File: src/rtl/ucode_seq_pkg.sv
// Shared types and constants for the ucode_seq micro-op sequencer.
// ucode_word_t describes the default W=32 layout; narrower or wider W keeps the same header.
package ucode_seq_pkg;

    localparam int unsigned UCODE_OP_W  = 4;
    localparam int unsigned UCODE_IDX_W = 8;
    localparam int unsigned UCODE_HDR_W = UCODE_OP_W + 1 + UCODE_IDX_W;
    localparam int unsigned UCODE_DEF_W = 32;
    localparam int unsigned UCODE_ARG_W = UCODE_DEF_W - UCODE_HDR_W;

    localparam logic [15:0] UCODE_SEQ_CNT_MAX = 16'hFFFF;

    typedef enum logic [0:0] {
        IDLE,
        ISSUE
    } ucode_seq_state_t;

    typedef struct packed {
        logic [UCODE_OP_W-1:0]  op;
        logic                   last;
        logic [UCODE_IDX_W-1:0] idx;
        logic [UCODE_ARG_W-1:0] arg;
    } ucode_word_t;

endpackage

File: src/rtl/ucode_seq_fmt.sv
// Combinational ucode word formatter: packs op, last flag, beat index and base+idx argument.
module ucode_seq_fmt
    import ucode_seq_pkg::*;
#(
    parameter int unsigned W = 32
) (
    input  logic [UCODE_OP_W-1:0]    op,
    input  logic [UCODE_IDX_W-1:0]   len,
    input  logic [W-UCODE_HDR_W-1:0] base,
    input  logic [UCODE_IDX_W-1:0]   idx,
    output logic [W-1:0]             word
);

    localparam int unsigned ARG_W = W - UCODE_HDR_W;

    logic             last;
    logic [ARG_W-1:0] arg;

    always_comb begin
        last = (idx == len);
        // Carry out of the argument field is intentionally dropped.
        arg  = base + ARG_W'(idx);
        word = {op, last, idx, arg};
    end

endmodule

File: src/rtl/ucode_seq.sv
// Micro-op sequencer: expands one command into 1..256 registered ucode words.
// Optional UCODE_SEQ_FLUSH_EN adds a flush input that abandons the current burst.
module ucode_seq
    import ucode_seq_pkg::*;
#(
    parameter int unsigned W     = 32,
    parameter int unsigned LEN_W = 8
) (
    input  logic                   clk,
    input  logic                   rst,
    input  logic                   cmd_vld,
    input  logic [UCODE_OP_W-1:0]  cmd_op,
    input  logic [LEN_W-1:0]       cmd_len,
    input  logic [W-UCODE_HDR_W-1:0] cmd_arg,
    output logic                   cmd_accept,
    output logic [W-1:0]           out_r,
    output logic                   out_vld_r,
    input  logic                   out_accept,
    output logic                   busy_r,
    output logic [15:0]            beat_cnt_r
`ifdef UCODE_SEQ_FLUSH_EN
    ,
    input  logic                   flush
`endif
);

    localparam int unsigned ARG_W = W - UCODE_HDR_W;

    ucode_seq_state_t state_q, state_d;

    logic [UCODE_OP_W-1:0] op_q, op_d;
    logic [LEN_W-1:0]      len_q, len_d;
    logic [LEN_W-1:0]      idx_q, idx_d;
    logic [ARG_W-1:0]      arg_q, arg_d;
    logic [W-1:0]          out_d;
    logic                  vld_d;
    logic [15:0]           cnt_d;

    logic                  flush_act;
    logic                  xfer;
    logic                  last_beat;
    logic                  take;

    logic [UCODE_OP_W-1:0] f_op;
    logic [LEN_W-1:0]      f_len;
    logic [ARG_W-1:0]      f_base;
    logic [LEN_W-1:0]      f_idx;
    logic [W-1:0]          f_word;

`ifdef UCODE_SEQ_FLUSH_EN
    assign flush_act = flush;
`else
    assign flush_act = 1'b0;
`endif

    assign busy_r = (state_q == ISSUE);

    always_comb begin
        xfer       = out_vld_r & out_accept;
        last_beat  = out_r[W-UCODE_OP_W-1];
        cmd_accept = ~flush_act &
                     ((state_q == IDLE) | ((state_q == ISSUE) & xfer & last_beat));
        take       = cmd_vld & cmd_accept;
    end

    // Formatter sees either the incoming command at idx 0 or the held command at idx+1.
    always_comb begin
        if (take) begin
            f_op   = cmd_op;
            f_len  = cmd_len;
            f_base = cmd_arg;
            f_idx  = '0;
        end else begin
            f_op   = op_q;
            f_len  = len_q;
            f_base = arg_q;
            f_idx  = idx_q + 1'b1;
        end
    end

    ucode_seq_fmt #(
        .W (W)
    ) u_fmt (
        .op   (f_op),
        .len  (f_len),
        .base (f_base),
        .idx  (f_idx),
        .word (f_word)
    );

    always_comb begin
        state_d = state_q;
        op_d    = op_q;
        len_d   = len_q;
        arg_d   = arg_q;
        idx_d   = idx_q;
        out_d   = out_r;
        vld_d   = out_vld_r;
        cnt_d   = beat_cnt_r;

        if (xfer && beat_cnt_r != UCODE_SEQ_CNT_MAX) begin
            cnt_d = beat_cnt_r + 16'd1;
        end

        if (take) begin
            state_d = ISSUE;
            op_d    = cmd_op;
            len_d   = cmd_len;
            arg_d   = cmd_arg;
            idx_d   = '0;
            out_d   = f_word;
            vld_d   = 1'b1;
        end else if (flush_act) begin
            state_d = IDLE;
            vld_d   = 1'b0;
        end else if (state_q == ISSUE && xfer) begin
            if (last_beat) begin
                state_d = IDLE;
                vld_d   = 1'b0;
            end else begin
                idx_d = f_idx;
                out_d = f_word;
            end
        end
    end

    always_ff @(posedge clk) begin
        if (rst) begin
            state_q    <= IDLE;
            op_q       <= '0;
            len_q      <= '0;
            arg_q      <= '0;
            idx_q      <= '0;
            out_r      <= '0;
            out_vld_r  <= 1'b0;
            beat_cnt_r <= '0;
        end else begin
            state_q    <= state_d;
            op_q       <= op_d;
            len_q      <= len_d;
            arg_q      <= arg_d;
            idx_q      <= idx_d;
            out_r      <= out_d;
            out_vld_r  <= vld_d;
            beat_cnt_r <= cnt_d;
        end
    end

endmodule

File: config.mk
export PLATFORM = sky130hd
export DESIGN_NAME = ucode_seq
export DESIGN_NICKNAME = d
export VERILOG_FILES = /design/src/rtl/ucode_seq_pkg.sv /design/src/rtl/ucode_seq_fmt.sv /design/src/rtl/ucode_seq.sv
export SDC_FILE = /design/constraint.sdc
export NUM_CORES = 1
export LEC_CHECK = 0
export CORE_ASPECT_RATIO = 1.2
export CORE_MARGIN = 10
export CORE_UTILIZATION = 55
export DETAILED_ROUTE_END_ITERATION = 16
export PLACE_DENSITY = 0.91
export SLEW_MARGIN = 0
export SYNTH_ARGS = -nofsm -noshare
export SYNTH_HDL_FRONTEND = slang
export SYNTH_SLANG_ARGS = --single-unit
File: constraint.sdc
create_clock -name clk -period 8.7 [get_ports clk]
set_clock_uncertainty 0.15 [all_clocks]
set_input_delay 1.74 -clock clk [delete_from_list [all_inputs] [get_ports clk]]
set_output_delay 1.74 -clock clk [all_outputs]
set_load 0.1 [all_outputs]
==> flow_metrics.tcl <==
set metrics [dict create \
    dp_slack_ns 2.79 \
    grt_pass1_wl_um 19200 \
    setup_viol 0 \
    finalMaxSlewViolations 0 \
    drtIter0Drc 451 \
    drive_above_1_share_pct 5.13 \
    io_buffers 85 \
    powerDensity_mw_per_mm2 183 \
    drtAntennaViolNets 0 \
    worstSetupPathType "in -> out" \
    worst_slack_ns 2.80 \
    remaining_drc_errors 0 \
    ys.flop_type "dfxtp_1" \
    timing.critical_path.required_ns 6.81 \
    syn_area_mm2 0.00417 \
    async_flop_share_pct 0 \
    ys_seq_area_share_pct 42.3 \
    fillerInstances 571 \
    insertion_delay_ns 0.36 \
    gp_congestion 0.845 \
    rsz0062_at_grt "no" \
    synth_commonest_cells "95 x nand2_1, 88 x dfxtp_1, 58 x nor2_1" \
    avgRoutedWirePerCell_um 17.3 \
    cts_max_level 3 \
    cts_buffer_depth 2 \
    clk_root_buffer_cell "clkbuf_8" \
    via_per_inst 5.99 \
    synth_cells 505 \
    clock_sinks 88 \
    dpl.hpwl_um 8420 \
    grt_max_degree 75 \
    antenna_cells 0 \
    numCtsBuffers 9 \
    grt_pass1_vias 4046 \
    initial_core_util_pct 57.0 \
    fmax_mhz 170 \
    grt_usage_pct 20.1 \
    outcome "completed" \
    cts_tree "yes" \
    hp-class "reg -> reg" \
    cts_resized 0 \
    fin_nets 625 \
    p_leak_uw 0.00203 \
    post-route-period-util_pct 67.8 \
    ys_warn_count 0 \
    dr.pass1.iters 5 \
    core_area_mm2 0.00732 \
    num_vias 4042 \
    wirelength_um 11700 \
    postSynthAreaPerCell_um2 8.25 \
    fin_util_pct 72.4 \
    area_growth_pct 27.2 \
    synth_edf_count 0 \
    ys_ff_latch 88 \
    crit_fanout 11 \
    grt_antenna_before_repair 0 \
    io_pins 86 \
    die-area_mm2 0.0115 \
    ys_types 55 \
    post-route-min-period_ns 5.90 \
    grt.overflow.total 0 \
    arrival_ns 4.01 \
    ctsHoldBuffers 0 \
    syn_nets 550 \
    die_x_um 99.5 \
    vdd_drop_max_v 0.000139 \
    drv_cap 0 \
    yosysTopAreaCellShare_pct 42.3 \
    row_count 34 \
    setup.worst_path.start_class "input pin" \
    finalPower_uw 968 \
    relSlewSlack_pct 33.9 \
    yosysMostFrequentCell "nand2_1" \
    finalHoldViolCount 0 \
    die_y_um 115 \
    cts_setup_buffers 0 \
    yosys-top-cells-area "dfxtp_1 42%, nand2_1 8.6%, a21oi_1 5.3%" \
    worstMarginPinSlew_ns 0.988 \
    clk_pin_slew_ns 0.08 \
    tns_ns 0 \
    synth.largest_area_cell "dfxtp_1" \
    endpoint_kind "output port" \
]
## sequential cells by signal, indices dropped and copies added (netlist names)
register / count
beat_cnt_r: 16
op_q: 4
idx_q: 8
len_q: 8
busy_r: 1
out_r: 32
arg_q: 19
## area by class of cell
class / instances / area [µm²] / area share [%]
Tap cell: 90 / 113 / 2.12
Clock inverter: 7 / 120 / 2.27
Sequential cell: 88 / 1760 / 33.2
Clock buffer: 9 / 124 / 2.34
Multi-Input combinational cell: 386 / 2280 / 43.1
Inverter: 6 / 22.5 / 0.425
Timing Repair Buffer: 89 / 876 / 16.5
## critical path, stage by stage
cell and delay [ns]:
clkdlybuf4s50_1 0.57, a21bo_1 0.46, clkdlybuf4s50_1 1.23
## where the power goes
group	leakage (µW)	internal [µW]	total [µW]	switching [µW]
sequential	0.000718	421	432	10.9
combinational	0.00120	57.4	198	141
clock	0.000119	191	338	147
total	0.00203	669	968	299
## layout by cell type (no fill, tap or decap), types with 10 or more instances in the layout
cell	count
nand3_1	16
nand4_1	12
mux2i_1	13
o21ai_0	17
a31oi_1	10
xor2_1	20
a21oi_1	44
nand2_1	95
xnor2_1	11
dfxtp_1	88
nor2_1	58
clkdlybuf4s50_1	84
## per-layer routing
| layer | up-vias | global-route usage, % | part of all wire [%] |
|---|---|---|---|
| li1 | 1925 | - | - |
| met1 | 1902 | 22.0 | 40 |
| met2 | 186 | 35.2 | 50 |
| met3 | 29 | 5.70 | 7.2 |
| met4 | 0 | 9.28 | 2.7 |
| met5 | - | 0 | 0 |
## stage by stage
stage,instances,hold WS [ns],cell area [µm²]
6_report,675,0.305,5300
5_1_grt,675,0.329,5300
4_1_cts,675,0.309,5300
3_5_place_dp,659,0.297,5060
3_3_place_gp,659,0.294,5060
2_1_floorplan,505,0.287,4170
## worst paths after layout
| kind | cells past startpoint | startpoint | slack (ns) | to |
|---|---|---|---|---|
| worst max-delay path | 3 | out_accept | 2.80 | cmd_accept |
| worst min register to register | 2 | out_r[26]$_SDFFE_PP0P_ | 0.31 | out_r[26]$_SDFFE_PP0P_ |
| worst max register to register | 13 | out_r[27]$_SDFFE_PP0P_ | 4.47 | out_r[18]$_SDFFE_PP0P_ |
| worst min-delay path | 2 | out_r[26]$_SDFFE_PP0P_ | 0.31 | out_r[26]$_SDFFE_PP0P_ |
## kinds of logic (layout without fill, tap and decap cells)
| logic type | count (synthesis) | count (layout) | share of synthesized area (%) |
|---|---|---|---|
| simple gates | 221 | 221 | 24.0 |
| compound gates | 110 | 110 | 17.6 |
| flops | 88 | 88 | 42.3 |
| xor+xnor | 31 | 31 | 6.51 |
| buf+inv | 31 | 111 | 3.09 |
| mux | 14 | 14 | 3.39 |
| fa+ha+maj | 10 | 10 | 3.18 |
(Power assumes the default switching activity.)
